## config.mk

```make
export PLATFORM = sky130hd
export DESIGN_NAME = vending_machine_param
export DESIGN_NICKNAME = d
export VERILOG_FILES = /design/src/rtl/vending_machine_param.sv
export SDC_FILE = /design/constraint.sdc
export NUM_CORES = 1
export LEC_CHECK = 0
export ABC_AREA = 1
export BUFFER_PORTS_ARGS = -buffer_cell sky130_fd_sc_hd__buf_4
export CORE_ASPECT_RATIO = 1.4
export CORE_UTILIZATION = 25
export CTS_BUF_LIST = sky130_fd_sc_hd__clkbuf_8 sky130_fd_sc_hd__clkbuf_16
export DETAILED_ROUTE_END_ITERATION = 7
export GPL_ROUTABILITY_DRIVEN = 0
export HOLD_SLACK_MARGIN = 0.08
export PLACE_DENSITY = 0.39
export SETUP_SLACK_MARGIN = 0.4
export SLEW_MARGIN = 20
export SYNTH_ARGS = -nofsm -noshare
export SYNTH_HDL_FRONTEND = slang
export SYNTH_SLANG_ARGS = --single-unit
export TNS_END_PERCENT = 10
```

## constraint.sdc

```tcl
create_clock -name Clk -period 3.9 [get_ports Clk]
set_input_delay 0.78 -clock Clk [delete_from_list [all_inputs] [get_ports Clk]]
set_output_delay 0.78 -clock Clk [all_outputs]
set_load 0.02 [all_outputs]
```

## src/rtl/vending_machine_param.sv

```systemverilog
// Parametrised vending controller: credit accumulator, four coin values,
// binary change, cancel/refund, coin reject and stock tracking with sold-out lockout.
module vending_machine_param #(
   parameter int CREDIT_W   = 8,
   parameter int PRICE      = 40,
   parameter int COIN0      = 10,
   parameter int COIN1      = 20,
   parameter int COIN2      = 50,
   parameter int COIN3      = 100,
   parameter int STOCK_W    = 4,
   parameter int STOCK_INIT = 8
) (
   input  logic                Clk,
   input  logic                Reset,
   input  logic [1:0]          Money,
   input  logic                Coin_Valid,
   input  logic                Cancel,
   input  logic                Restock,
   output logic                Z,
   output logic                Change,
   output logic [CREDIT_W-1:0] Change_Amt,
   output logic [CREDIT_W-1:0] Credit,
   output logic                Coin_Reject,
   output logic                Sold_Out,
   output logic                Busy
);

   localparam logic [1:0] S_IDLE    = 2'd0;
   localparam logic [1:0] S_COLLECT = 2'd1;
   localparam logic [1:0] S_VEND    = 2'd2;
   localparam logic [1:0] S_REFUND  = 2'd3;

   function automatic int max4(input int a, input int b, input int c, input int d);
      int m;
      m = a;
      if (b > m) m = b;
      if (c > m) m = c;
      if (d > m) m = d;
      return m;
   endfunction

   localparam int MAX_COIN = max4(COIN0, COIN1, COIN2, COIN3);

   // Largest value ever held is an almost-complete credit plus the biggest coin.
   generate
      if (longint'(PRICE) - 1 + longint'(MAX_COIN) >= (longint'(1) << CREDIT_W)) begin : g_credit_w_chk
         $error("CREDIT_W too narrow for PRICE - 1 + max coin value");
      end
      if (longint'(STOCK_INIT) >= (longint'(1) << STOCK_W)) begin : g_stock_w_chk
         $error("STOCK_W too narrow for STOCK_INIT");
      end
   endgenerate

   localparam logic [CREDIT_W-1:0] PRICE_V = CREDIT_W'(PRICE);
   localparam logic [STOCK_W-1:0]  STOCK_V = STOCK_W'(STOCK_INIT);
   localparam logic                SOLD_OUT_RST = (STOCK_INIT == 0);

   logic [1:0]          state, state_n;
   logic [CREDIT_W-1:0] credit_n;
   logic [STOCK_W-1:0]  stock, stock_n, stock_base;
   logic [CREDIT_W-1:0] coin_val, sum;
   logic                coin_ok, cancel_eff;
   logic                z_n, chg_n, rej_n, busy_n;
   logic [CREDIT_W-1:0] amt_n;

   // Decode the presented coin code into its currency value.
   always_comb begin
      coin_val = '0;
      case (Money)
         2'b00:   coin_val = CREDIT_W'(COIN0);
         2'b01:   coin_val = CREDIT_W'(COIN1);
         2'b10:   coin_val = CREDIT_W'(COIN2);
         default: coin_val = CREDIT_W'(COIN3);
      endcase
   end

   // Next-state, credit, stock and output decisions for the coming edge.
   always_comb begin
      coin_ok    = Coin_Valid && (state == S_IDLE || state == S_COLLECT) && !Sold_Out;
      sum        = Credit + (coin_ok ? coin_val : '0);
      cancel_eff = Cancel && (state == S_COLLECT || coin_ok);
      stock_base = (Restock && state == S_IDLE) ? STOCK_V : stock;
      state_n    = state;
      credit_n   = Credit;
      stock_n    = stock_base;
      z_n        = 1'b0;
      chg_n      = 1'b0;
      amt_n      = '0;
      rej_n      = Coin_Valid && !coin_ok;
      case (state)
         S_IDLE, S_COLLECT: begin
            if (cancel_eff) begin
               // Cancel beats a completing coin: everything inserted goes back.
               state_n  = S_REFUND;
               credit_n = sum;
               chg_n    = 1'b1;
               amt_n    = sum;
            end else if (coin_ok) begin
               if (sum >= PRICE_V) begin
                  state_n  = S_VEND;
                  credit_n = sum;
                  z_n      = 1'b1;
                  chg_n    = (sum > PRICE_V);
                  amt_n    = (sum > PRICE_V) ? (sum - PRICE_V) : '0;
                  if (stock_base != '0)
                     stock_n = stock_base - STOCK_W'(1);
               end else begin
                  state_n  = S_COLLECT;
                  credit_n = sum;
               end
            end
         end
         default: begin
            state_n  = S_IDLE;
            credit_n = '0;
         end
      endcase
      busy_n = (state_n == S_VEND) || (state_n == S_REFUND);
   end

   // State and registered outputs; reset discards any credit without refunding it.
   always_ff @(posedge Clk or posedge Reset) begin
      if (Reset) begin
         state       <= S_IDLE;
         Credit      <= '0;
         stock       <= STOCK_V;
         Z           <= 1'b0;
         Change      <= 1'b0;
         Change_Amt  <= '0;
         Coin_Reject <= 1'b0;
         Busy        <= 1'b0;
         Sold_Out    <= SOLD_OUT_RST;
      end else begin
         state       <= state_n;
         Credit      <= credit_n;
         stock       <= stock_n;
         Z           <= z_n;
         Change      <= chg_n;
         Change_Amt  <= amt_n;
         Coin_Reject <= rej_n;
         Busy        <= busy_n;
         Sold_Out    <= (stock == '0);
      end
   end

endmodule

```

# Word-level counts from Yosys, hierarchy flattened
# Index checks and enable logic that the tools add are counted.
# classes
addsub	3
multipliers	0
n_div	0
n_lt_le_gt_ge	2
n_eq_ne	6
n_shift	0
mux	28
n_bitwise	0
reduce_logical	15
# ops
cell	n
$mux W8	9
$mux W4	6
$pmux W7 S3	1
$add A8 B8 Y8	1
$ge A8 B6 Y1 const B	1
$gt A8 B6 Y1 const B	1
$mux W1	8
$mux W2	4
$sub A8 B6 Y8 const B	1
$eq A2 B2 Y1 const B	3
$logic_and A1 B1 Y1	5
$eq A2 B1 Y1 const B	2
$logic_not A2 Y1	2
$logic_not A4 Y1	1
$reduce_bool A4 Y1	1
$sub A4 B1 Y4 const B	1
$logic_or A1 B1 Y1	3
$ne A3 B3 Y1 const B	1
$logic_not A1 Y1	2
$reduce_or A2 Y1	1
# totals
ff_bits	27
latch_bits	0
mem_bits_rw	0
mem_bits_ro	0
out_inout_bits	21
wordCells	63
mem_count	0

# Logic depth before layout (Yosys ltp)
# logic_depth
word_depth	13
ltp_mapped	18

# Worst setup path after synthesis
# Ideal clock, no wire load.
# synth_path
kind	input to register
from	input port Money[0]
to	register Change_Amt[7]
setup_time_ns	0.113
t_arrival_ns	2.644
required_time_ns	3.787
path_slack_ns	1.144
stages	14
path_cell_list	inv_1 -> ha_1 -> inv_1 -> a21oi_1 -> ha_1 -> fa_1 -> xnor2_2 -> ha_1 -> inv_1 -> nand2_1 -> nand3_1 -> xor2_1 -> nand2_1 -> inv_1
# synth_via
elab_chain_cells	10
word_cells_on_any_way	14
classes_between	add/sub: 2; order compare: 2; eq/ne: 2; mux: 7; reduce/logical: 1
# synth_rtl
item	line_no	rtl
start: declaration	15	input logic [1:0] Money,
$eq A2 B2 Y1 (tied with other cells)	69	case (Money)
$pmux W7 S3 (*)	69	
$mux W8 (*)	80	sum = Credit + (coin_ok ? coin_val : '0);
$add A8 B8 Y8 (*)	80	
$sub A8 B6 Y8 / $gt A8 B6 Y1 (equally long branches)	104	amt_n = (sum > PRICE_V) ? (sum - PRICE_V) : '0;
$mux W8	104	
$mux W8	99	if (sum >= PRICE_V) begin
$mux W8	98	end else if (coin_ok) begin
$mux W8 (*)	92	if (cancel_eff) begin
$mux W8 (*)	90	case (state)
named net amt_n[7]	64	logic [CREDIT_W-1:0] amt_n;
end signal: assignment	139	Change_Amt <= amt_n;
end: declaration	21	output logic [CREDIT_W-1:0] Change_Amt,
# The timed path passes the listed nets; every way through them passes the cells marked *.
# A chain may end at the register's enable or synchronous reset.

# Worst setup path after layout
# layout_path
from	input port Money[0]
to	register Change_Amt[5]
# Same word-level chain as after synthesis.

==> flow_summary_export.csv <==
group,metric,value,unit
clocking,cts_max_path_buffers,2,
grt,grt_usage,11.5,%
yosys,synthTopCellsByArea,"dfrtp_1 38%, nand2_1 12%, ha_1 9.1%",
layout,final_cells,314,
critical_path,cp-start-kind,"input port",
flow_run,max_cap_viol_count,0,
pwr,p_per_area,797,nW/um^2
critical_path,cp.required,4.07,ns
route,drtIter0Drc,25,
place,dp_cells,310,
yosys,syn_area_per_cell,7.71,um^2
critical_path,cp-endpoint,"Change_Amt[5]$_DFF_PP0_",
grt,grt_pass1_vias,1348,
critical_path,regToRegEndpoint,"Change_Amt[5]$_DFF_PP0_",
route,wl_per_cell,11.7,um
yosys,netlist_area,1640,um^2
min_path,hp-class,"reg -> reg",
yosys,yosysTopAreaCell,"dfrtp_1",
clocking,post_cts_buffers,0,
sta,fin_crit,2.82,ns
run_status,outcome,"finished, violations left",
critical_path,cp_slowest_cell,"fa_1",
yosys,ys_seq_area_share,39.7,%
floorplanning,core_area,6300,um^2
grt,grt_max_degree,27,
critical_path,r2r_slack,1.26,ns
layout,area_delta_synth_final,20.8,%
critical_path,crit_start,"Money[0]",
critical_path,cp_max_fo,5,
floorplanning,die_area,6900,um^2
layout,nets,263,
run_status,failed_checks,"DRC",
grt,antenna_found_initial,0,
floorplanning,start_util,26.1,%
floorplanning,rows,34,
critical_path,worst-r2r-cell-count,14,
floorplanning,ioPinCount,28,
sta,drv_slew,0,
critical_path,path_class,"in -> reg",
layout,nFillCells,714,
yosys,ys_ff_latch,26,
yosys,synthCells,213,
clocking,cts_tree,"built",
clocking,numCtsBuffers,3,
clocking,clock_sinks,26,
route,vias_per_cell,4.30,
route,first_pass_iters,6,
route,vias,1349,
pwr,ir_drop,0.000230,V
place,dp_hpwl,2.98,mm
clocking,root_buffer,"clkbuf_8",
critical_path,path_cells,"buf_4 -> inv_1 -> ha_1 -> inv_1 -> a21oi_1 -> ha_1 -> fa_1 -> xnor2_2 -> nand3_1 -> nand2_1 -> nand3_2 -> nand3_1 -> nand2_2 -> inv_2 -> nor2_1",
clocking,ctsResizeCount,0,
layout,drive_above_1_share,24.4,%
clocking,insertion_delay,0.27,ns
yosys,synth_cell_types,29,
grt,grt.overflow.total,0,
layout,area.sequential,652,um^2
sta,rsz0062_at_grt,"false",
floorplanning,die_w,70.5,um
layout,multiInputGateArea,815,um^2
sta,fmax,354,MHz
pwr,p_leak,1.12,nW
sta,worst_pin_slew,0.564,ns
yosys,synth_top_area_share,38.1,%
route,finalWirelength,3.68,mm
place,postPlaceCellArea,1910,um^2
sta,hold_viol,0,
floorplanning,die_h,97.9,um
sta,finalSetupViolCount,0,
place,port_buffers,26,
yosys,yosys_warnings,0,
sta,totalNegativeSetupSlack,0,ns
clocking,htreeDepth,1,
clocking,clk_pin_slew,0.10,ns
critical_path,worstPathArrival,2.99,ns
route,ant_nets,0,
layout,design_area,1980,um^2
critical_path,end_kind,"register",
clocking,cts_hold_buf,0,
grt,grt_pass1_wl,6.23,mm
layout,n_antenna_cell,0,
critical_path,cpPeakStageDelay,0.43,ns
sta,finClkSkew,0.00784,ns
sta,period_share,72.4,%
route,drc_errors,2,
critical_path,rr_startpoint,"state[1]$_DFF_PP0_",
sta,slew_headroom,62.3,%
critical path, delay by kind of cell:
| kind | cells | cell delay, ns |
|---|---|---|
| adder cells (fa/ha/maj) | 3 | 0.83 |
| AO/OA/AOI/OAI | 1 | 0.07 |
| XOR/XNOR | 1 | 0.36 |
| buffers and inverters | 4 | 0.33 |
| AND/OR/NAND/NOR | 6 | 0.63 |
Yosys cell counts:
| library cell | number |
|---|---|
| fa_1 | 1 |
| nand2_4 | 1 |
| buf_4 | 1 |
| nand2_2 | 6 |
| nor2_2 | 5 |
| xnor2_1 | 1 |
| xnor2_2 | 1 |
| xor2_1 | 1 |
| nor2_1 | 24 |
| nand3_2 | 2 |
| o211ai_1 | 2 |
| ha_1 | 12 |
| conb_1 | 1 |
| o21ai_0 | 3 |
| nand3b_1 | 1 |
| a21oi_1 | 8 |
| nand3_1 | 13 |
| inv_1 | 37 |
| o22ai_2 | 1 |
| nand2_1 | 51 |
| and2_1 | 1 |
| dfstp_2 | 1 |
| inv_4 | 1 |
| buf_6 | 1 |
| nand4_1 | 2 |
| or2_2 | 2 |
| o21ai_2 | 4 |
| inv_2 | 4 |
| dfrtp_1 | 25 |
power by group:
group          internal [mW]  total (mW)  switching [mW]
Sequential             0.364       0.421          0.0570
Clock                  0.137       0.226          0.0881
Combinational          0.341       0.934           0.594
Total                  0.843        1.58           0.739
through the flow:
step	total power [mW]	hold slack (ns)	utilization [%]	setup slack [ns]
final	1.58	0.532	31.5	1.08
after global routing	1.74	0.567	31.5	0.820
after CTS	1.62	0.543	31.5	1.07
after detailed placement	1.38	0.514	30.4	0.767
after global placement	1.38	0.510	30.4	0.769
after floorplan	1.11	0.502	-	1.14
state kept, by name (all words and copies together), names as in the netlist:
| register | flops |
|---|---|
| Coin_Reject | 1 |
| Z | 1 |
| Credit | 7 |
| Change_Amt | 8 |
| state | 2 |
| Busy | 1 |
| stock | 4 |
| Sold_Out | 1 |
| Change | 1 |
how the worst min path moves through the flow:
stage | cells past startpoint | slack [ns] | start | endpoint
after floorplan | 3 | 0.50 | stock[1]$_DFF_PP0_ | Sold_Out$_DFF_PP0_
after global placement | 2 | 0.51 | Credit[5]$_DFFE_PP0P_ | Credit[5]$_DFFE_PP0P_
after detailed placement | 2 | 0.51 | Credit[5]$_DFFE_PP0P_ | Credit[5]$_DFFE_PP0P_
after CTS | 2 | 0.54 | Credit[5]$_DFFE_PP0P_ | Credit[5]$_DFFE_PP0P_
after global routing | 2 | 0.57 | Credit[4]$_DFFE_PP0P_ | Credit[4]$_DFFE_PP0P_
final | 2 | 0.53 | Credit[5]$_DFFE_PP0P_ | Credit[5]$_DFFE_PP0P_
layout make-up:
class                           count  share of cell area, %
Clock buffer                        3                   2.08
Tap cell                           72                   4.54
Clock inverter                      1                   1.51
Timing Repair Buffer               26                   9.84
Sequential cell                    26                   32.9
Inverter                           42                   8.08
Multi-Input combinational cell    144                   41.1
cell families (layout without fill, tap and decap cells):
kind of cell	count (synthesis)	in the layout	share of synthesized area (%)
AOI/OAI and AO/OA	18	18	7.16
xor gates and xnor gates	3	3	2.06
adders and majority gates	13	13	10.4
buffers and inverters	44	72	10.9
DFF	26	26	39.7
other	1	2	0.228
and+or+nand+nor	108	108	29.6
per-layer routing:
layer / vias to the layer above / wire length, um / GRT usage [%]
met2: 16 / 2070 / 22.0
li1: 704 / - / -
met3: 5 / 73 / 1.34
met4: 0 / 53 / 3.77
met1: 624 / 1480 / 13.0
met5: - / 0 / 0
cell usage in the layout (no fill, tap or decap), types with 6 or more instances in the layout:
cell type and count:
a21oi_1 8, buf_4 26, dfrtp_1 25, ha_1 12, inv_1 36, nand2_1 51, nand2_2 6, nand3_1 13
nor2_1 24
Note: power is estimated with default switching activity, not from simulation.
